[config.mk]
export PLATFORM = sky130hd
export DESIGN_NAME = seg7_scan_flat
export DESIGN_NICKNAME = d
export VERILOG_FILES = /design/src/rtl/seg7_scan_if.sv /design/src/rtl/seg7_scan.sv /design/src/flat_wrapper.sv
export SDC_FILE = /design/constraint.sdc
export NUM_CORES = 1
export LEC_CHECK = 0
export ABC_AREA = 1
export CORE_MARGIN = 2
export CORE_UTILIZATION = 30
export DETAILED_ROUTE_END_ITERATION = 10
export GPL_TIMING_DRIVEN = 0
export PLACE_DENSITY_LB_ADDON = 0.15
export SKIP_CTS_REPAIR_TIMING = 1
export SYNTH_ARGS = -nofsm -noshare
export SYNTH_HDL_FRONTEND = slang
export SYNTH_SLANG_ARGS = --single-unit
[constraint.sdc]
create_clock -name clk -period 2.05 [get_ports clk]
set_input_delay 0.3075 -clock clk [delete_from_list [all_inputs] [get_ports clk]]
set_output_delay 0.3075 -clock clk [all_outputs]
set_load 0.01 [all_outputs]
[src/rtl/seg7_scan_if.sv]
// Display-side signal bundle for seg7_scan.
//   master : owner of the display contents (drives data/dp_in/blank/lz_en, sees pin outputs)
//   slave  : the scanner itself (samples contents, drives seg/dp/an/frame)
// DIGITS must match the DIGITS parameter of the connected seg7_scan.
interface seg7_scan_if #(
  parameter int unsigned DIGITS = 4
) ();
  logic [4*DIGITS-1:0] data;   // packed nibbles, digit 0 in bits [3:0]
  logic [DIGITS-1:0]   dp_in;  // decimal point request per digit
  logic [DIGITS-1:0]   blank;  // force digit dark
  logic                lz_en;  // leading-zero suppression enable
  logic [6:0]          seg;    // segments a..g at bits 6..0 (physical level)
  logic                dp;     // decimal point of enabled digit (physical level)
  logic [DIGITS-1:0]   an;     // one-hot digit enable (physical level)
  logic                frame;  // one-cycle pulse on every snapshot load

  modport master (
    output data, dp_in, blank, lz_en,
    input  seg, dp, an, frame
  );

  modport slave (
    input  data, dp_in, blank, lz_en,
    output seg, dp, an, frame
  );
endinterface

[src/rtl/seg7_scan.sv]
// Time-multiplexed seven-segment display scanner.
// Snapshots the display contents once per scan frame, decodes the selected nibble, and walks a
// one-hot digit enable across DIGITS positions, holding each for REFRESH_DIV cycles.
// Ports:
//   clk - system clock, all state on rising edge
//   rst - synchronous active-high reset
//   bus - seg7_scan_if slave: data/dp_in/blank/lz_en in, seg/dp/an/frame out (all registered)
module seg7_scan #(
  parameter int unsigned DIGITS      = 4,
  parameter int unsigned REFRESH_DIV = 50000,
  parameter bit          ACTIVE_LOW  = 1'b0
) (
  input logic        clk,
  input logic        rst,
  seg7_scan_if.slave bus
);

  localparam int unsigned DivW = $clog2(REFRESH_DIV);
  localparam int unsigned IdxW = (DIGITS > 1) ? $clog2(DIGITS) : 1;
  localparam logic [DivW-1:0] DivLast = DivW'(REFRESH_DIV - 1);
  localparam logic [IdxW-1:0] IdxLast = IdxW'(DIGITS - 1);

  function automatic logic [6:0] decode(input logic [3:0] nib);
    logic [6:0] s;
    case (nib)
      4'h0: s = 7'b1111110;
      4'h1: s = 7'b0110000;
      4'h2: s = 7'b1101101;
      4'h3: s = 7'b1111001;
      4'h4: s = 7'b0110011;
      4'h5: s = 7'b1011011;
      4'h6: s = 7'b1011111;
      4'h7: s = 7'b1110000;
      4'h8: s = 7'b1111111;
      4'h9: s = 7'b1111011;
      4'hA: s = 7'b1110111;
      4'hB: s = 7'b0011111;
      4'hC: s = 7'b1001110;
      4'hD: s = 7'b0111101;
      4'hE: s = 7'b1001111;
      default: s = 7'b1000111;
    endcase
    return s;
  endfunction

  logic [DivW-1:0]     div_q, div_d;
  logic [IdxW-1:0]     idx_q, idx_d;
  // Low for the first cycle out of reset; that cycle takes the initial snapshot.
  logic                started_q;
  logic [4*DIGITS-1:0] data_q;
  logic [DIGITS-1:0]   dpin_q;
  logic [DIGITS-1:0]   blank_q;
  logic                lz_q;
  logic                frame_q;
  logic [6:0]          seg_q, seg_d;
  logic                dp_q, dp_d;
  logic [DIGITS-1:0]   an_q, an_d;

  logic                tick, wrap, load, zero_run, dark;
  logic [DIGITS-1:0]   supp;
  logic [3:0]          cur_nib;

  always_comb begin
    tick = started_q && (div_q == DivLast);
    wrap = tick && (idx_q == IdxLast);
    load = !started_q || wrap;

    // Prescaler is held on the snapshot cycle so digit 0 gets a full slot after startup.
    div_d = '0;
    idx_d = idx_q;
    if (started_q) begin
      div_d = tick ? '0 : div_q + 1'b1;
      if (tick) idx_d = wrap ? '0 : idx_q + 1'b1;
    end

    // A digit is suppressed while it and everything above it are zero; blank bits are ignored.
    supp     = '0;
    zero_run = lz_q;
    for (int i = int'(DIGITS) - 1; i >= 1; i--) begin
      zero_run = zero_run && (data_q[4*i +: 4] == 4'h0);
      supp[i]  = zero_run;
    end

    cur_nib = data_q[{idx_q, 2'b00} +: 4];
    dark    = blank_q[idx_q] || supp[idx_q];

    seg_d = '0;
    dp_d  = 1'b0;
    an_d  = '0;
    if (started_q) begin
      seg_d = dark ? 7'b0 : decode(cur_nib);
      dp_d  = dpin_q[idx_q] && !dark;
      an_d  = DIGITS'(1) << idx_q;
    end
    seg_d = seg_d ^ {7{ACTIVE_LOW}};
    dp_d  = dp_d ^ ACTIVE_LOW;
    an_d  = an_d ^ {DIGITS{ACTIVE_LOW}};
  end

  always_ff @(posedge clk) begin
    if (rst) begin
      div_q     <= '0;
      idx_q     <= '0;
      started_q <= 1'b0;
      data_q    <= '0;
      dpin_q    <= '0;
      blank_q   <= '0;
      lz_q      <= 1'b0;
      frame_q   <= 1'b0;
      seg_q     <= {7{ACTIVE_LOW}};
      dp_q      <= ACTIVE_LOW;
      an_q      <= {DIGITS{ACTIVE_LOW}};
    end else begin
      div_q     <= div_d;
      idx_q     <= idx_d;
      started_q <= 1'b1;
      frame_q   <= load;
      if (load) begin
        data_q  <= bus.data;
        dpin_q  <= bus.dp_in;
        blank_q <= bus.blank;
        lz_q    <= bus.lz_en;
      end
      seg_q     <= seg_d;
      dp_q      <= dp_d;
      an_q      <= an_d;
    end
  end

  assign bus.seg   = seg_q;
  assign bus.dp    = dp_q;
  assign bus.an    = an_q;
  assign bus.frame = frame_q;

endmodule

[src/flat_wrapper.sv]
// flat-port wrapper written by rule: the top's interface ports become plain ports
module seg7_scan_flat 
#(
  parameter int unsigned DIGITS      = 4,
  parameter int unsigned REFRESH_DIV = 50000,
  parameter bit          ACTIVE_LOW  = 1'b0
)
  (clk, rst, bus_data, bus_dp_in, bus_blank, bus_lz_en, bus_seg, bus_dp, bus_an, bus_frame);
  seg7_scan_if #(.DIGITS(DIGITS)) bus_i ();
  input logic clk;
  input logic rst;
  input wire logic [$bits(bus_i.data)-1:0] bus_data;
  input wire logic [$bits(bus_i.dp_in)-1:0] bus_dp_in;
  input wire logic [$bits(bus_i.blank)-1:0] bus_blank;
  input wire logic [$bits(bus_i.lz_en)-1:0] bus_lz_en;
  output wire logic [$bits(bus_i.seg)-1:0] bus_seg;
  output wire logic [$bits(bus_i.dp)-1:0] bus_dp;
  output wire logic [$bits(bus_i.an)-1:0] bus_an;
  output wire logic [$bits(bus_i.frame)-1:0] bus_frame;
  assign bus_i.data = bus_data;
  assign bus_i.dp_in = bus_dp_in;
  assign bus_i.blank = bus_blank;
  assign bus_i.lz_en = bus_lz_en;
  assign bus_seg = bus_i.seg;
  assign bus_dp = bus_i.dp;
  assign bus_an = bus_i.an;
  assign bus_frame = bus_i.frame;
  seg7_scan #(.DIGITS(DIGITS), .REFRESH_DIV(REFRESH_DIV), .ACTIVE_LOW(ACTIVE_LOW)) u_core (.clk(clk), .rst(rst), .bus(bus_i));
endmodule
==> results of run 1 <==
==> state kept, by name, indices dropped and copies added, names as in the netlist, 2 cells and up <==
name            count
u_core.blank_q      4
u_core.bus.an       4
u_core.bus.seg      7
u_core.data_q      16
u_core.div_q       16
u_core.dpin_q       4
u_core.idx_q        2
==> final timing paths <==
kind	slack, ns	to	cells past startpoint	start
min reg2reg	0.45	u_core.div_q[0]	1	u_core.div_q[0]
max	0.21	u_core.bus.seg[3]	10	u_core.idx_q[0]
min	0.45	u_core.div_q[0]	1	u_core.div_q[0]
max reg2reg	0.21	u_core.bus.seg[3]	10	u_core.idx_q[0]
==> critical path: cells and delay by family (launching register included) <==
family                   cells  cell delay (ns)
adder cells (fa/ha/maj)      1             0.26
buffers and inverters        3             0.47
AND/OR/NAND/NOR              5             0.50
flip-flops                   1             0.42
AO/OA/AOI/OAI                1             0.07
==> report_power, final <==
group          internal (uW)  leakage (uW)  switching, uW
clock network            500     0.0000932            434
registers               1160      0.000469           19.6
logic                    136       0.00106            154
==> Yosys cell counts <==
cell type / number / area share
xor2_1: 2 / 0.0061
nand3_1: 54 / 0.094
or2_2: 1 / 0.0022
inv_2: 6 / 0.0079
nor2_1: 57 / 0.075
inv_1: 55 / 0.072
a21oi_1: 40 / 0.070
ha_1: 9 / 0.039
clkinv_1: 2 / 0.0026
nor2_4: 1 / 0.0039
nand2_1: 87 / 0.11
o211ai_1: 1 / 0.0026
a31o_2: 1 / 0.0031
buf_4: 5 / 0.013
nor3b_1: 1 / 0.0026
buf_2: 2 / 0.0035
nor2_2: 3 / 0.0065
nor3_2: 1 / 0.0035
o21ai_0: 7 / 0.012
o22ai_1: 1 / 0.0022
nand4_1: 2 / 0.0044
nand2_2: 4 / 0.0087
dfxtp_1: 57 / 0.40
nand4_4: 1 / 0.0074
xnor2_1: 1 / 0.0031
nand3_2: 1 / 0.0035
o21ai_1: 3 / 0.0052
clkbuf_1: 1 / 0.0013
buf_1: 4 / 0.0052
buf_6: 3 / 0.012
nor3_1: 9 / 0.016
==> per-stage QoR <==
step | hold WS (ns) | setup WS [ns]
floorplan | 0.377 | 0.501
global placement | 0.433 | 0.0875
detailed placement | 0.438 | 0.110
CTS | 0.454 | 0.216
global route | 0.491 | 0.00846
finish | 0.450 | 0.210
==> cells by family (layout without fill, tap and decap cells) <==
logic type      Yosys count  after routing  share of synthesized area
simple gates            222            222                      0.341
buf+inv                  78            133                      0.117
flops                    57             57                      0.398
compound gates           53             53                     0.0951
fa+ha+maj                 9              9                     0.0393
xor+xnor                  3              3                    0.00916
==> layer usage <==
layer,vias to the layer above,track usage,wire [um]
li1,1436,-,-
met1,1136,0.184,3480
met2,45,0.230,3020
met3,4,0.0297,234
met4,0,0.0634,57
met5,-,0,0
==> cell type report <==
class                   instances  area, sq um
clock inverters                 3         15.0
clock buffers                  13          159
well taps                     129          161
inverters                      63          236
repair buffers                 39          390
flip-flops and latches         57         1140
plain buffers                  15          100
fillers                      1004         5650
multi-input cells             287         1390
==> run metrics, run 1 <==
LEAKAGE=about 0.0016 uW; status=complete, no violations; initial antenna violation count=0; GRT Total Usage=0.143; Slew HR=0.681; Die W=a little over 100 um; final setup skew=slightly above 0.006 ns; Inserted Clock Buffers=9; Max Root-Sink Buffers=2; Layout Utilization=0.389; full die area=between 10000 and 15000 sq um; H-tree Lvls=3; worst-path fanout max=10; routability cong.=around 0.84; P&R area growth vs syn=25.3%; Seq cells post-synth=57; setup TNS=0 ns; port bufs=39; Least-Margin Pin Slew=0.477 ns; Detailed Route Iter0 Violations=just under 70; pwr dens=roughly 670 nW/um^2; synthesized netlist net count=458; Slowest-stage cell, CP=dfxtp_1; worst min path class=reg -> reg; max-cap violation count=0; layout cells sized above 1=0.0922; vias in the first global route=between 2000 and 3000; Mapped Avg Cell Area=between 6 and 7 sq um; most frequent cells in the layout=nand2_1, nor2_1, dfxtp_1, inv_1, nand3_1; Die H=approximately 100 um; post-synthesis cell area=about 2900 sq um; Routed Antenna Nets=0; Yosys warnings=0; DRT Wirelength=6.79 mm; hold violation total from the final report=0; total power=approximately 2400 uW; CP Capture Type=flop; Final Net Count=approximately 500; clock latency on the worst-skew pair=between 0.3 and 0.4 ns; crit path DAT=just over 2 ns; most frequent CP cell=nand3_1; # diodes=0; Slew Viols, Final=0; Distinct cells, synth=31; Final Cell Area=3590 sq um; Worst-path clk slew=approximately 0.06 ns; CORE AREA=9240 sq um; DR WL/cell=11.2 um; DP Area=approximately 3400 sq um; largest net degree at the start of global routing=11; Syn Inst Count=approximately 420; post-synthesis sequential area ratio=0.398; Initial Util=0.310; via count=2621; Final Cycle Share=0.898; I/O pin cnt=40; CP max stage delay=between 0.4 and 0.5 ns; Num Clock Sinks=57; DP Cell Count=~600; first-pass GRT wire length=approximately 12 mm; RSZ-0062 raised after global routing=false; number of setup violations in the final report=0; Tmin final=between 1.5 and 2 ns; Req. time, crit path=approximately 2.3 ns; DP Wirelength=5.20 mm; max frequency=roughly 0.54 GHz; Rows=35; grt total ovfl=0; crit-path cells=buf_4, nand2_1, nand3_1, nand3_1, inv_1, ha_1, inv_1, nand2_1, nand3_1, a21oi_1; post-route insts no fill=roughly 610; vias per cell=4.33; Setup CP Type=reg -> reg; CTS Root Cell=clkbuf_8; commonest non-fill, non-tap cell in the layout=nand2_1; Pre-antenna DRT Iters=4; CTS tree=done; peak supply drop=about 240 uV; drt drc=0; Startpoint Class=flop
No activity file was read; power rests on OpenSTA's default activity.
==> inputs of run 2 (changes only) <==
--- a/config.mk
+++ b/config.mk
@@ -6,6 +6,7 @@
 export NUM_CORES = 1
 export LEC_CHECK = 0
 export ABC_AREA = 1
+export ABC_CLOCK_PERIOD_IN_PS = 2050
 export CORE_MARGIN = 2
 export CORE_UTILIZATION = 30
 export DETAILED_ROUTE_END_ITERATION = 10
==> results of run 2 <==
The final DEF is identical to that of run 1; final timing and power are the same.
==> inputs of run 3 (changes only) <==
--- a/config.mk
+++ b/config.mk
@@ -6,7 +6,7 @@
 export NUM_CORES = 1
 export LEC_CHECK = 0
 export ABC_AREA = 1
-export ABC_CLOCK_PERIOD_IN_PS = 2050
+export ABC_CLOCK_PERIOD_IN_PS = 1940
 export CORE_MARGIN = 2
 export CORE_UTILIZATION = 30
 export DETAILED_ROUTE_END_ITERATION = 10
==> constraint.sdc (replaced) <==
create_clock -name clk -period 1.94 [get_ports clk]
set_input_delay 0.291 -clock clk [delete_from_list [all_inputs] [get_ports clk]]
set_output_delay 0.291 -clock clk [all_outputs]
set_load 0.01 [all_outputs]
==> run 3 against run 2 <==
Net effect:
- hold slack is essentially flat
- critical path type unchanged
- combinational power increased by 6%
- critical path depth stayed put
- largest power group unchanged
- sequential cell count is the same
- highest routed layer unchanged
- global-route usage unchanged
==> run metrics, run 3 (synthesis results as in run 1) <==
vias in the first global route=2556; Inserted Clock Buffers=9; CTS tree=done; Slew HR=0.679; Pre-antenna DRT Iters=4; CTS Root Cell=clkbuf_8; Final Net Count=roughly 510; hold violation total from the final report=0; post-route insts no fill=between 600 and 700; crit path DAT=just under 2 ns; Setup CP Type=reg -> reg; routability cong.=between 0.8 and 0.9; CP bufs+invs=3; first-pass GRT wire length=approximately 12 mm; DR WL/cell=11.2 um; grt total ovfl=0; clock latency on the worst-skew pair=~0.33 ns; vias per cell=4.37; Slowest-stage cell, CP=dfxtp_1; drt drc=0; Req. time, crit path=approximately 2.2 ns; Die W=a little over 100 um; worst min path class=reg -> reg; CP Capture Point=u_core.bus.seg[3]; Startpoint Class=flop; CP startpoint=u_core.idx_q[0]; Initial Util=0.310; origin of the critical flop-to-flop path=u_core.idx_q[0]; DP Cell Count=590; number of setup violations in the final report=0; setup TNS=0 ns; max-cap violation count=0; most frequent cells in the layout=nand2_1, nor2_1, dfxtp_1, inv_1, nand3_1; status=complete, no violations; Tmin final=about 1.7 ns; CP Depth=10; port bufs=39; Routed Antenna Nets=0; DRT Wirelength=about 6.8 mm; worst-path fanout max=10; RR Endpoint=u_core.bus.seg[3]; Worst-path clk slew=~0.060 ns; Detailed Route Iter0 Violations=about 70; FILL cells=1003; LEAKAGE=about 0.0016 uW; Least-Margin Pin Slew=0.480 ns; # diodes=0; final setup skew=roughly 0.0062 ns; Final Cycle Share=0.883; Max Root-Sink Buffers=2; Rows=35; Die H=around 100 um; I/O pin cnt=40; CORE AREA=9240 sq um; max frequency=between 0.5 and 0.6 GHz; pwr dens=706 nW/um^2; crit-path cells=buf_4, nand2_1, nand3_1, nand3_2, inv_2, ha_1, inv_1, nand2_1, nand3_1, a21oi_1; largest net degree at the start of global routing=11; RSZ-0062 raised after global routing=false; Num Clock Sinks=57; layout cells sized above 1=0.101; DP Wirelength=5.20 mm; peak supply drop=266 uV; crit-path leading delay family=simple AND/OR/NAND/NOR gates; Slew Viols, Final=0; CP Capture Type=flop; initial antenna violation count=0; R2R cell count=10; H-tree Lvls=3; via count=2647; CP max stage delay=roughly 0.42 ns; commonest non-fill, non-tap cell in the layout=nand2_1; P&R area growth vs syn=25.7%; full die area=about 10000 sq um; register-to-register setup slack=0.23 ns; GRT Total Usage=0.143
-- run 3: changes by cell type in the layout (fill, tap and decap cells not counted) --
cell     delta
inv_1       -2
nand3_2     +2
nand3_1     -2
inv_2       +2
-- run 3: how the worst min path moves through the flow --
stage | start | end | slack [ns] | cells past startpoint
2_1_floorplan | rst | u_core.bus.frame | 0.36 | 1
3_3_place_gp | u_core.div_q[0] | u_core.div_q[0] | 0.43 | 1
3_5_place_dp | u_core.div_q[0] | u_core.div_q[0] | 0.44 | 1
4_1_cts | u_core.div_q[0] | u_core.div_q[0] | 0.45 | 1
5_1_grt | u_core.div_q[0] | u_core.div_q[0] | 0.49 | 1
6_report | u_core.div_q[0] | u_core.div_q[0] | 0.45 | 1
-- run 3: power breakdown --
group	leakage (uW)	total [uW]	switching (uW)	internal, uW
Sequential	0.000469	1240	20.8	1220
Combinational	0.00107	308	163	145
Clock	0.0000932	995	467	528
Total	0.00163	2550	651	1890
-- run 3: metrics by stage --
stage / hold WS [ns] / total power, uW / setup slack, ns / cell area (sq um) / utilization
finish: 0.450 / 2550 / 0.228 / 3600 / 0.390
global route: 0.491 / 2660 / 0.0236 / 3600 / 0.390
CTS: 0.454 / 2580 / 0.106 / 3590 / 0.389
detailed placement: 0.438 / 1580 / 0.0162 / 3420 / 0.370
global placement: 0.433 / 1580 / -0.00596 / 3420 / 0.370
floorplan: 0.360 / 1450 / 0.391 / 2870 / -
-- run 3: per-layer routing --
metal / vias up / share of wire / global-route usage
li1: 1437 / - / -
met1: 1146 / 0.51 / 0.184
met2: 53 / 0.44 / 0.230
met3: 11 / 0.038 / 0.0297
met4: 0 / 0.017 / 0.0634
met5: - / 0 / 0
-- run 3: worst register-to-register path, stage by stage (launching register included) --
cell and delay [ns]:
dfxtp_1 0.42, buf_4 0.22, nand2_1 0.10, nand3_1 0.12
nand3_2 0.14, inv_2 0.11, ha_1 0.24, inv_1 0.08
nand2_1 0.05, nand3_1 0.06, a21oi_1 0.07
-- run 3: final cells by class --
type / count / area [sq um] / share of cell area
multi-input combinational: 287 / 1400 / 0.388
sequential: 57 / 1140 / 0.317
timing repair buffer: 39 / 390 / 0.108
inverter: 63 / 236 / 0.0656
tap: 129 / 161 / 0.0448
clock buffer: 13 / 159 / 0.0441
buffer: 15 / 100 / 0.0278
clock inverter: 3 / 15.0 / 0.00417
